===== src/rtl/vec_mem_sequencer_if.sv =====
// Request/response and memory-side signals of the vector memory sequencer.
// master = requesters plus memory model, slave = the sequencer.
interface vec_mem_sequencer_if #(
  parameter int unsigned ADDR_W = 9,
  parameter int unsigned MEM_W  = 32,
  parameter int unsigned LANES  = 32,
  parameter int unsigned LANE_W = 16,
  parameter int unsigned NREQ   = 4
);
  logic [NREQ-1:0]          ld_req;
  logic [NREQ*ADDR_W-1:0]   ld_idx;
  logic                     st_req;
  logic [ADDR_W-1:0]        st_idx;
  logic [LANES*LANE_W-1:0]  st_data;
  logic [NREQ-1:0]          ld_grant;
  logic [NREQ-1:0]          ld_done;
  logic [LANES*LANE_W-1:0]  ld_data;
  logic                     st_done;
  logic                     err;
  logic                     busy;
  logic [ADDR_W-1:0]        mem_addr;
  logic                     mem_we;
  logic [MEM_W-1:0]         mem_wdata;
  logic [MEM_W-1:0]         mem_rdata;

  modport master (
    output ld_req, ld_idx, st_req, st_idx, st_data, mem_rdata,
    input  ld_grant, ld_done, ld_data, st_done, err, busy, mem_addr, mem_we, mem_wdata
  );

  modport slave (
    input  ld_req, ld_idx, st_req, st_idx, st_data, mem_rdata,
    output ld_grant, ld_done, ld_data, st_done, err, busy, mem_addr, mem_we, mem_wdata
  );
endinterface


===== src/rtl/vec_mem_sequencer.sv =====
// Serialises vector loads/stores onto a single-port word memory, one lane per cycle.
// Define VMEM_PERF_CNT_EN to add saturating load/store/wait performance counters.
module vec_mem_sequencer #(
  parameter int unsigned ADDR_W = 9,
  parameter int unsigned MEM_W  = 32,
  parameter int unsigned LANES  = 32,
  parameter int unsigned LANE_W = 16,
  parameter int unsigned NREQ   = 4
) (
  input  logic                clk,
  input  logic                rst_n,
  vec_mem_sequencer_if.slave  bus
`ifdef VMEM_PERF_CNT_EN
  ,
  output logic [15:0]         perf_ld_cnt,
  output logic [15:0]         perf_st_cnt,
  output logic [15:0]         perf_wait_cnt
`endif
);

  localparam int unsigned PTR_W = (NREQ > 1) ? $clog2(NREQ) : 1;
  localparam int unsigned CNT_W = $clog2(LANES);
  localparam int unsigned VEC_W = LANES * LANE_W;

  typedef enum logic [2:0] {S_IDLE, S_LOAD, S_DRAIN, S_STORE, S_DONE} state_t;

  state_t              state_q, state_d;
  logic [CNT_W-1:0]    cnt_q, cnt_d, nxt_k;
  logic [ADDR_W-1:0]   base_q, base_d;
  logic [PTR_W-1:0]    ptr_q, ptr_d, pick;
  logic [ADDR_W-1:0]   pick_idx;
  logic [VEC_W-1:0]    shadow_q, shadow_d, stbuf_q, stbuf_d;
  logic [NREQ-1:0]     ld_grant_q, ld_grant_d, ld_done_q, ld_done_d;
  logic [VEC_W-1:0]    ld_data_q, ld_data_d;
  logic                st_done_q, st_done_d, err_q, err_d, busy_q, busy_d;
  logic [ADDR_W-1:0]   mem_addr_q, mem_addr_d;
  logic                mem_we_q, mem_we_d;
  logic [MEM_W-1:0]    mem_wdata_q, mem_wdata_d;

  function automatic logic in_range(input logic [ADDR_W-1:0] b);
    return (32'(b) + 32'(LANES) - 32'd1) <= ((32'd1 << ADDR_W) - 32'd1);
  endfunction

  function automatic logic [MEM_W-1:0] sext(input logic [LANE_W-1:0] v);
    return MEM_W'($signed(v));
  endfunction

  // Round-robin search starting at the pointer.
  function automatic logic [PTR_W-1:0] rr_pick(input logic [NREQ-1:0] req,
                                               input logic [PTR_W-1:0] start);
    logic [PTR_W-1:0] sel;
    logic             found;
    int unsigned      c;
    sel   = start;
    found = 1'b0;
    for (int unsigned i = 0; i < NREQ; i++) begin
      c = (32'(start) + i) % NREQ;
      if (!found && req[PTR_W'(c)]) begin
        sel   = PTR_W'(c);
        found = 1'b1;
      end
    end
    return sel;
  endfunction

  always_comb begin
    state_d     = state_q;
    cnt_d       = cnt_q;
    base_d      = base_q;
    ptr_d       = ptr_q;
    shadow_d    = shadow_q;
    stbuf_d     = stbuf_q;
    ld_grant_d  = ld_grant_q;
    ld_done_d   = '0;
    ld_data_d   = ld_data_q;
    st_done_d   = 1'b0;
    err_d       = 1'b0;
    mem_addr_d  = '0;
    mem_we_d    = 1'b0;
    mem_wdata_d = '0;
    nxt_k       = cnt_q + CNT_W'(1);
    pick        = rr_pick(bus.ld_req, ptr_q);
    pick_idx    = bus.ld_idx[32'(pick)*ADDR_W +: ADDR_W];

    unique case (state_q)
      S_IDLE: begin
        ld_grant_d = '0;
        // Skip one cycle after a reject so the requester can drop its request.
        if (!err_q) begin
          if (bus.st_req) begin
            if (in_range(bus.st_idx)) begin
              state_d     = S_STORE;
              base_d      = bus.st_idx;
              stbuf_d     = bus.st_data;
              cnt_d       = '0;
              mem_we_d    = 1'b1;
              mem_addr_d  = bus.st_idx;
              mem_wdata_d = sext(bus.st_data[LANE_W-1:0]);
            end else begin
              err_d = 1'b1;
            end
          end else if (|bus.ld_req) begin
            ld_grant_d = NREQ'(1) << pick;
            if (in_range(pick_idx)) begin
              state_d    = S_LOAD;
              base_d     = pick_idx;
              cnt_d      = '0;
              mem_addr_d = pick_idx;
              ptr_d      = (pick == PTR_W'(NREQ-1)) ? '0 : pick + PTR_W'(1);
            end else begin
              err_d = 1'b1;
            end
          end
        end
      end
      S_LOAD: begin
        // Read data trails the address by one cycle, so lane k-1 lands in cycle k.
        if (cnt_q != '0)
          shadow_d[(32'(cnt_q) - 32'd1)*LANE_W +: LANE_W] = bus.mem_rdata[LANE_W-1:0];
        if (cnt_q == CNT_W'(LANES-1)) begin
          state_d = S_DRAIN;
        end else begin
          cnt_d      = nxt_k;
          mem_addr_d = base_q + ADDR_W'(nxt_k);
        end
      end
      S_DRAIN: begin
        ld_data_d = {bus.mem_rdata[LANE_W-1:0], shadow_q[VEC_W-LANE_W-1:0]};
        ld_done_d = ld_grant_q;
        state_d   = S_DONE;
      end
      S_STORE: begin
        if (cnt_q == CNT_W'(LANES-1)) begin
          state_d   = S_DONE;
          st_done_d = 1'b1;
        end else begin
          cnt_d       = nxt_k;
          mem_we_d    = 1'b1;
          mem_addr_d  = base_q + ADDR_W'(nxt_k);
          mem_wdata_d = sext(stbuf_q[32'(nxt_k)*LANE_W +: LANE_W]);
        end
      end
      S_DONE: begin
        state_d    = S_IDLE;
        ld_grant_d = '0;
      end
      default: state_d = S_IDLE;
    endcase

    busy_d = (state_d != S_IDLE);
  end

  always_ff @(posedge clk or negedge rst_n) begin
    if (!rst_n) begin
      state_q     <= S_IDLE;
      cnt_q       <= '0;
      base_q      <= '0;
      ptr_q       <= '0;
      shadow_q    <= '0;
      stbuf_q     <= '0;
      ld_grant_q  <= '0;
      ld_done_q   <= '0;
      ld_data_q   <= '0;
      st_done_q   <= 1'b0;
      err_q       <= 1'b0;
      busy_q      <= 1'b0;
      mem_addr_q  <= '0;
      mem_we_q    <= 1'b0;
      mem_wdata_q <= '0;
    end else begin
      state_q     <= state_d;
      cnt_q       <= cnt_d;
      base_q      <= base_d;
      ptr_q       <= ptr_d;
      shadow_q    <= shadow_d;
      stbuf_q     <= stbuf_d;
      ld_grant_q  <= ld_grant_d;
      ld_done_q   <= ld_done_d;
      ld_data_q   <= ld_data_d;
      st_done_q   <= st_done_d;
      err_q       <= err_d;
      busy_q      <= busy_d;
      mem_addr_q  <= mem_addr_d;
      mem_we_q    <= mem_we_d;
      mem_wdata_q <= mem_wdata_d;
    end
  end

  assign bus.ld_grant  = ld_grant_q;
  assign bus.ld_done   = ld_done_q;
  assign bus.ld_data   = ld_data_q;
  assign bus.st_done   = st_done_q;
  assign bus.err       = err_q;
  assign bus.busy      = busy_q;
  assign bus.mem_addr  = mem_addr_q;
  assign bus.mem_we    = mem_we_q;
  assign bus.mem_wdata = mem_wdata_q;

`ifdef VMEM_PERF_CNT_EN
  logic own_st_c, wait_c;

  function automatic logic [15:0] sat_inc(input logic [15:0] v);
    return (v == 16'hFFFF) ? v : v + 16'd1;
  endfunction

  // The store owner's st_req stays high through DONE and must not count as waiting.
  always_comb begin
    own_st_c = (state_q == S_STORE) || st_done_q;
    wait_c   = busy_q && ((bus.st_req && !own_st_c) || |(bus.ld_req & ~ld_grant_q));
  end

  always_ff @(posedge clk or negedge rst_n) begin
    if (!rst_n) begin
      perf_ld_cnt   <= '0;
      perf_st_cnt   <= '0;
      perf_wait_cnt <= '0;
    end else begin
      if (|ld_done_q) perf_ld_cnt   <= sat_inc(perf_ld_cnt);
      if (st_done_q)  perf_st_cnt   <= sat_inc(perf_st_cnt);
      if (wait_c)     perf_wait_cnt <= sat_inc(perf_wait_cnt);
    end
  end
`endif

endmodule


===== src/flat_wrapper.sv =====
// flat-port wrapper written by rule: the top's interface ports become plain ports
module vec_mem_sequencer_flat 
#(
  parameter int unsigned ADDR_W = 9,
  parameter int unsigned MEM_W  = 32,
  parameter int unsigned LANES  = 32,
  parameter int unsigned LANE_W = 16,
  parameter int unsigned NREQ   = 4
)
  (clk, rst_n, bus_ld_req, bus_ld_idx, bus_st_req, bus_st_idx, bus_st_data, bus_mem_rdata, bus_ld_grant, bus_ld_done, bus_ld_data, bus_st_done, bus_err, bus_busy, bus_mem_addr, bus_mem_we, bus_mem_wdata);
  vec_mem_sequencer_if #(.ADDR_W(ADDR_W), .MEM_W(MEM_W), .LANES(LANES), .LANE_W(LANE_W), .NREQ(NREQ)) bus_i ();
  input  logic clk;
  input  logic rst_n;
  input wire logic [$bits(bus_i.ld_req)-1:0] bus_ld_req;
  input wire logic [$bits(bus_i.ld_idx)-1:0] bus_ld_idx;
  input wire logic [$bits(bus_i.st_req)-1:0] bus_st_req;
  input wire logic [$bits(bus_i.st_idx)-1:0] bus_st_idx;
  input wire logic [$bits(bus_i.st_data)-1:0] bus_st_data;
  input wire logic [$bits(bus_i.mem_rdata)-1:0] bus_mem_rdata;
  output wire logic [$bits(bus_i.ld_grant)-1:0] bus_ld_grant;
  output wire logic [$bits(bus_i.ld_done)-1:0] bus_ld_done;
  output wire logic [$bits(bus_i.ld_data)-1:0] bus_ld_data;
  output wire logic [$bits(bus_i.st_done)-1:0] bus_st_done;
  output wire logic [$bits(bus_i.err)-1:0] bus_err;
  output wire logic [$bits(bus_i.busy)-1:0] bus_busy;
  output wire logic [$bits(bus_i.mem_addr)-1:0] bus_mem_addr;
  output wire logic [$bits(bus_i.mem_we)-1:0] bus_mem_we;
  output wire logic [$bits(bus_i.mem_wdata)-1:0] bus_mem_wdata;
  assign bus_i.ld_req = bus_ld_req;
  assign bus_i.ld_idx = bus_ld_idx;
  assign bus_i.st_req = bus_st_req;
  assign bus_i.st_idx = bus_st_idx;
  assign bus_i.st_data = bus_st_data;
  assign bus_i.mem_rdata = bus_mem_rdata;
  assign bus_ld_grant = bus_i.ld_grant;
  assign bus_ld_done = bus_i.ld_done;
  assign bus_ld_data = bus_i.ld_data;
  assign bus_st_done = bus_i.st_done;
  assign bus_err = bus_i.err;
  assign bus_busy = bus_i.busy;
  assign bus_mem_addr = bus_i.mem_addr;
  assign bus_mem_we = bus_i.mem_we;
  assign bus_mem_wdata = bus_i.mem_wdata;
  vec_mem_sequencer #(.ADDR_W(ADDR_W), .MEM_W(MEM_W), .LANES(LANES), .LANE_W(LANE_W), .NREQ(NREQ)) u_core (.clk(clk), .rst_n(rst_n), .bus(bus_i));
endmodule

===== config.mk =====
export PLATFORM = sky130hd
export DESIGN_NAME = vec_mem_sequencer_flat
export DESIGN_NICKNAME = d
export VERILOG_FILES = /design/src/rtl/vec_mem_sequencer_if.sv /design/src/rtl/vec_mem_sequencer.sv /design/src/flat_wrapper.sv
export SDC_FILE = /design/constraint.sdc
export NUM_CORES = 2
export LEC_CHECK = 0
export CELL_PAD_IN_SITES_DETAIL_PLACEMENT = 1
export CELL_PAD_IN_SITES_GLOBAL_PLACEMENT = 1
export CORE_ASPECT_RATIO = 0.7
export CORE_MARGIN = 10
export CORE_UTILIZATION = 38
export CTS_CLUSTER_SIZE = 16
export DETAILED_ROUTE_END_ITERATION = 7
export MAX_ROUTING_LAYER = met4
export PLACE_DENSITY_LB_ADDON = 0.05
export SYNTH_ARGS = -nofsm -noshare
export SYNTH_HDL_FRONTEND = slang
export SYNTH_SLANG_ARGS = --single-unit

===== constraint.sdc =====
create_clock -name clk -period 4.3 [get_ports clk]
set_input_delay 0.86 -clock clk [delete_from_list [all_inputs] [get_ports clk]]
set_output_delay 0.86 -clock clk [all_outputs]
set_load 0.05 [all_outputs]

Word level (Yosys, flattened, before mapping)

Cells that the tools add are included.
Widths: inputs -> output; s select.

Bits in registers: 1608
Bits of input ports: 596
Output and inout bits: 565
Word-level logic and storage cells: 138

Add/subtract/negate cells: 12
Multiply operators: 1
Order comparisons: 6
Eq/ne operators: 12
Shift operators: 5
Mux-type cells: 65
Bitwise operators: 2
Reduce and logical (&&, ||, !) cells: 20

Operators by type and width:

| cell                      | number |
|---|---|
| $bwmux 512                | 1 |
| $shift 16x34->512 const A | 1 |
| $shiftx 16x34->512        | 1 |
| $shiftx 512x10->16        | 1 |
| $mux 32                   | 4 |
| $mux 9                    | 10 |
| $le 32x9->1 const B       | 2 |
| $pmux 32 s2               | 1 |
| $sub 32x1->32 const B     | 2 |
| $shiftx 36x7->9           | 1 |
| $neg 32->34               | 1 |
| $mux 5                    | 6 |
| $mux 3                    | 7 |
| $add 9x6->10 const B      | 2 |
| $mux 1                    | 19 |
| $pmux 9 s2                | 1 |
| $mux 4                    | 4 |
| $lt 2x3->1 const B        | 4 |
| $pmux 3 s4                | 1 |
| $pmux 5 s2                | 1 |
| $reduce_and 5->1          | 2 |
| $add 9x5->9               | 1 |
| $ne 3x2->1 const B        | 3 |
| $bmux 1 s2                | 4 |
| other kinds (28)          | 43 |

Logic depth before layout (Yosys ltp)

Depth in word-level cells: 23
Depth in mapped cells: 18

Worst setup path after synthesis

Ideal clock, no wire load.

Path type: register -> register
From: register u_core.cnt_q[0]
To: register u_core.shadow_q[342]
Data arrival time: 4583 ps
Data required time: 4175 ps
Setup slack: -408 ps
Stages on the path, launching flop included: 16
Buffers on the path: 3
Period minus slack after synthesis: 4708 ps
Cell sequence: dfrtp_1 clkbuf_1 clkinv_1 ha_1 clkbuf_1 clkinv_1 nor2_1 nand3_1 ha_1 nor4_1 nand3_1 nor4_1 nand2_1 nor2_1 buf_2 mux2_2

Cells in the longest elaborated chain, start to end: 4
Elaborated cells on any way between the ends: 7
Classes of those cells: 2 x add/sub; 2 x shift; 1 x mux; 2 x reduce/logical

RTL lines:

| item                                                    | line                     | RTL |
|---|---|---|
| start, declared                                         | vec_mem_sequencer.sv:28  | `logic [CNT_W-1:0] cnt_q, cnt_d, nxt_k;` |
| start signal, assigned                                  | vec_mem_sequencer.sv:172 | `cnt_q <= cnt_d;` |
| $sub 5x1->6                                             | vec_mem_sequencer.sv:119 | `shadow_d[(32'(cnt_q) - 32'd1)*LANE_W +: LANE_W] = bus.mem_rdata[LANE_W-1:0];` |
| $neg 32->34                                             | vec_mem_sequencer.sv:119 |  |
| $shiftx 16x34->512 or $shift 16x34->512 (tied branches) | vec_mem_sequencer.sv:119 |  |
| $bwmux 512                                              | vec_mem_sequencer.sv:119 |  |
| end signal, assigned                                    | vec_mem_sequencer.sv:175 | `shadow_q <= shadow_d;` |
| end, declared                                           | vec_mem_sequencer.sv:32  | `logic [VEC_W-1:0] shadow_q, shadow_d, stbuf_q, stbuf_d;` |

Parallel ways exist; a longest one is shown, timed or not.
A chain may end at the register's enable or synchronous reset.

Worst setup path in the final report

From: input port bus_ld_req[3]
To: register u_core.base_q[1]

Cells in the longest elaborated chain, start to end: 19
Elaborated cells on any way between the ends: 32
Classes of those cells: 2 x add/sub; 1 x mul; 1 x order compare; 1 x shift; 17 x mux; 10 x reduce/logical

RTL lines:

| item                         | line                     | RTL |
|---|---|---|
| start, declared              | flat_wrapper.sv:14       | `input wire logic [$bits(bus_i.ld_req)-1:0] bus_ld_req;` |
| $bmux 1 s2                   | vec_mem_sequencer.sv:58  | `if (!found && req[PTR_W'(c)]) begin` |
| $mux 1 (implied by the code) | vec_mem_sequencer.sv:58  |  |
| $mux 1                       | vec_mem_sequencer.sv:58  |  |
| $logic_not 1->1              | vec_mem_sequencer.sv:58  |  |
| $logic_and 1x1->1            | vec_mem_sequencer.sv:58  |  |
| $mux 1                       | vec_mem_sequencer.sv:58  |  |
| $logic_not 1->1              | vec_mem_sequencer.sv:58  |  |
| $logic_and 1x1->1            | vec_mem_sequencer.sv:58  |  |
| (+3 left out)                | --                       |  |
| $mux 2                       | vec_mem_sequencer.sv:58  |  |
| $mul 2x4->6                  | vec_mem_sequencer.sv:83  | `pick_idx = bus.ld_idx[32'(pick)*ADDR_W +: ADDR_W];` |
| $shiftx 36x7->9              | vec_mem_sequencer.sv:83  |  |
| $add 9x6->10                 | vec_mem_sequencer.sv:41  | `return (32'(b) + 32'(LANES) - 32'd1) <= ((32'd1 << ADDR_W) - 32'd1);` |
| $sub 32x1->32                | vec_mem_sequencer.sv:41  |  |
| $le 32x9->1                  | vec_mem_sequencer.sv:41  |  |
| $reduce_bool 2->1 (no line)  | --                       |  |
| $reduce_and 5->1 (no line)   | --                       |  |
| end signal, assigned         | vec_mem_sequencer.sv:173 | `base_q <= base_d;` |
| end, declared                | vec_mem_sequencer.sv:29  | `logic [ADDR_W-1:0] base_q, base_d;` |

Parallel ways exist; a longest one is shown, timed or not. The select of a mux whose other input is x is not followed.

==> results by group <==
Global route
  • Grt ovf: 0
  • Antenna violations before repair: 72
  • GRT met2 Usage: 42.5%
  • Vias in the first global route: 49759
  • First-pass GRT wire length: 361000 um
  • Largest net degree at the start of global routing: 115
  • Tot GR Track Use: 27.0%
  • Met3 Track Usage GR: 5.28%
  • GRT Max-Usage Layer: met2
  • Grt met1 use: 34.6%

STA
  • Max_slew headroom: 26.0%
  • Tightest Pin Transition: 1.11 ns
  • Setup TNS: 0 ns
  • Fin crit share: 98.2%
  • Fin. Hold Viols: 9
  • Final Critical Period: 4.22 ns
  • F_max: 237 MHz
  • Hold WS: -0.0368 ns
  • Setup Skew: 0.0384 ns
  • Max-slew violation count: 0
  • Final setup violation count: 0

Logic synthesis
  • Synth Cell Area: 64800 um2
  • Post-Synthesis Cells: 5377
  • Fraction of registers with async set/reset: 100%
  • Top cells by area, synth: dfrtp_1, mux2_2, nand2_1
  • Largest area contributor in the netlist: dfrtp_1
  • Mean area per synthesized cell: 12.1 um2
  • Unique masters post-synth: 56
  • Mapped Nets: 6001
  • #FFs+latches synth: 1576
  • Commonest cells post-synth: nand2_1, dfrtp_1, mux2_2, clkbuf_1, mux4_2
  • Synth Flop Type: dfrtp_1
  • Top-count cell post-synth: nand2_1
  • Post-synth top area share: 60.8%
  • Register area share after synthesis: 60.8%
  • Number of flops mapped to enable cells by yosys: 0
  • Synth warn: 0

Worst setup path
  • Delay-heaviest family, CP: buffers and inverters
  • Cell Chain, Critical Path: clkdlybuf4s50_1, nand2_1, a21oi_1, o221ai_2, buf_4, buf_12, mux4_2, or4_1, o21a_1, nor3_1, ha_1, nor2b_1, o21ai_2, nor3b_4, buf_12, nor2_4, buf_4, buf_4, a21o_1
  • Req. time, crit path: 4.99 ns
  • Critical path startpoint category: input port
  • R2r endpoint: u_core.base_q[1]$_DFFE_PN0P_
  • CP Class: in -> reg
  • Crit Path Max Fanout: 7
  • CP most frequent cell: buf_4
  • Slowest CP cell: clkdlybuf4s50_1
  • Crit. End Element: flip-flop
  • Worst stage delay on the critical path: 0.59 ns
  • Flop2flop setup slack: 0.16 ns
  • WP buf/inv: 6
  • FF-to-FF path depth: 18
  • Crit path DAT: 4.91 ns
  • Worst R2R Start: u_core.ptr_q[1]$_DFFE_PN0P_

Hold path
  • Hold crit path type: in -> async

Floorplan
  • Die height: 366 um
  • I/O pins: 1161
  • Std-Cell Core Area: 169000 um2
  • Site row count: 126
  • Initial Utilization: 38.4%
  • Die Footprint: 188000 um2
  • DIE WIDTH: 514 um

CTS
  • Clock transition at the registers of the reported paths: 0.06 ns
  • CTS tree: yes
  • Clk buf depth: 3
  • Clock root buffer: clkbuf_16
  • CTS Buf Count: 161
  • Clk_lat worst skew: 0.83 ns
  • CTS Sinks: 1576
  • H-tree depth: 4

Finish
  • Nets: 7162
  • Share of cells above drive strength 1: 22.1%
  • Area grow syn2layout: 31.4%
  • Fillers: 17505

Drt
  • Remaining DRCs: 0
  • Vias: 46305
  • Initial drt markers: 3463
  • WL/cell: 28.2 um
  • Vias per cell: 5.17
  • Antenna Nets Post-Route: 0
  • 1st-pass router iterations: 5
  • Post-Route WL: 252000 um

Power
  • Peak VDD IR: 0.901 mV
  • Power per cell area: 766 nW/um2
  • Power, Total: 65.2 mW
  • Leak pwr: 39.3 nW

Placed design
  • HPWL after DPL: 186000 um
  • I/O Buffers: 1144
  • Routability cong.: 0.860

Run status
  • Status: finished with violations
  • Violated checks: negative hold slack

Flow run
  • Max cap viols: 0
## timing repair
item / 4_1_cts / 5_1_grt
pin swaps: 1 / 6
hold buffers: 0 / 0
setup buffers: 0 / 8
endpoints found under the setup margin: 20 / 262
gates resized for setup: 2 / 15
## cells in the final DEF, fill, tap and decap left out, types with 7 or more instances in the layout
cell type	instances
mux2_1	22
xnor2_1	7
inv_1	23
dfrtp_1	1575
nand2_1	1811
nor2_2	10
clkinv_2	20
nor3_1	102
buf_12	37
nand3_1	14
nand2b_1	19
a21o_1	13
mux2i_1	64
diode_2	51
nor2b_1	7
o31ai_1	35
mux2_2	848
a21oi_1	10
clkbuf_8	32
mux4_2	153
ha_1	26
nor2_1	87
a22o_1	12
nand4_1	7
clkbuf_16	162
buf_4	154
clkdlybuf4s50_1	1142
clkbuf_1	57
o21ai_0	102
## kinds of logic (layout without fill, tap and decap cells)
logic type | after synthesis | count (layout) | synth area share, %
AND/OR/NAND/NOR | 2109 | 2109 | 12.8
other | 0 | 51 | 0
AO/OA/AOI/OAI | 193 | 193 | 1.84
flip-flops | 1576 | 1576 | 60.8
adder cells (fa/ha/maj) | 28 | 28 | 0.552
multiplexers | 1087 | 1087 | 21.4
buffers and inverters | 367 | 1653 | 2.27
XOR/XNOR | 17 | 17 | 0.230
## power breakdown
group,switching [mW],internal (mW)
Sequential,2.61,19.1
Combinational,19.0,10.5
Clock,6.16,7.85
Total,27.8,37.4
## sequential cells by signal (all words and copies together) (netlist names)
name                  count
u_core.bus.st_done        1
u_core.shadow_q         496
u_core.bus.mem_wdata     16
u_core.state_q            3
u_core.cnt_q              5
u_core.bus.busy           1
u_core.stbuf_q          512
u_core.base_q             9
u_core.bus.ld_data      512
u_core.ptr_q              2
u_core.bus.ld_done        4
u_core.bus.mem_we         1
u_core.bus.ld_grant       4
u_core.bus.err            1
u_core.bus.mem_addr       9
## per-stage QoR
stage          util (%)  cell area [um2]  hold slack (ns)  std cells  setup slack [ns]
2_1_floorplan         -            64900            0.440       5377            0.0941
3_3_place_gp       47.2            79800            0.454       8607            -0.823
3_5_place_dp       47.2            79800            0.458       8607            -0.853
4_1_cts            50.3            84900           0.0173       8895            0.0108
5_1_grt            50.4            85200          0.00657       8950           -0.0383
6_report           50.4            85200          -0.0368       8954            0.0790
## cell type report
class / instances / area, um2 / area share (%)
tap: 2240 / 2800 / 3.29
clock inverter: 37 / 429 / 0.504
sequential: 1576 / 39400 / 46.3
antenna: 51 / 128 / 0.150
multi-input combinational: 3434 / 24100 / 28.4
clock buffer: 251 / 4710 / 5.53
inverter: 25 / 93.8 / 0.110
timing repair buffer: 1340 / 13400 / 15.8
## worst max-delay path by stage
stage | slack (ns) | end | depth (start not counted) | start
2_1_floorplan | 0.09 | u_core.shadow_q[406]$_DFFE_PN0P_ | 14 | u_core.cnt_q[0]$_DFFE_PN0P_
6_report | 0.08 | u_core.base_q[1]$_DFFE_PN0P_ | 19 | bus_ld_req[3]
5_1_grt | -0.04 | u_core.base_q[1]$_DFFE_PN0P_ | 18 | bus_ld_req[3]
3_3_place_gp | -0.82 | u_core.base_q[4]$_DFFE_PN0P_ | 16 | bus_ld_req[0]
4_1_cts | 0.01 | u_core.shadow_q[473]$_DFFE_PN0P_ | 12 | u_core.cnt_q[0]$_DFFE_PN0P_
3_5_place_dp | -0.85 | u_core.base_q[7]$_DFFE_PN0P_ | 16 | bus_ld_req[0]
## layer usage
layer	vias up	share of wire (%)
li1	20391	-
met1	24409	43
met2	1157	48
met3	348	5.2
met4	0	3.7
met5	-	0
Note: power is estimated with default switching activity, not from simulation.
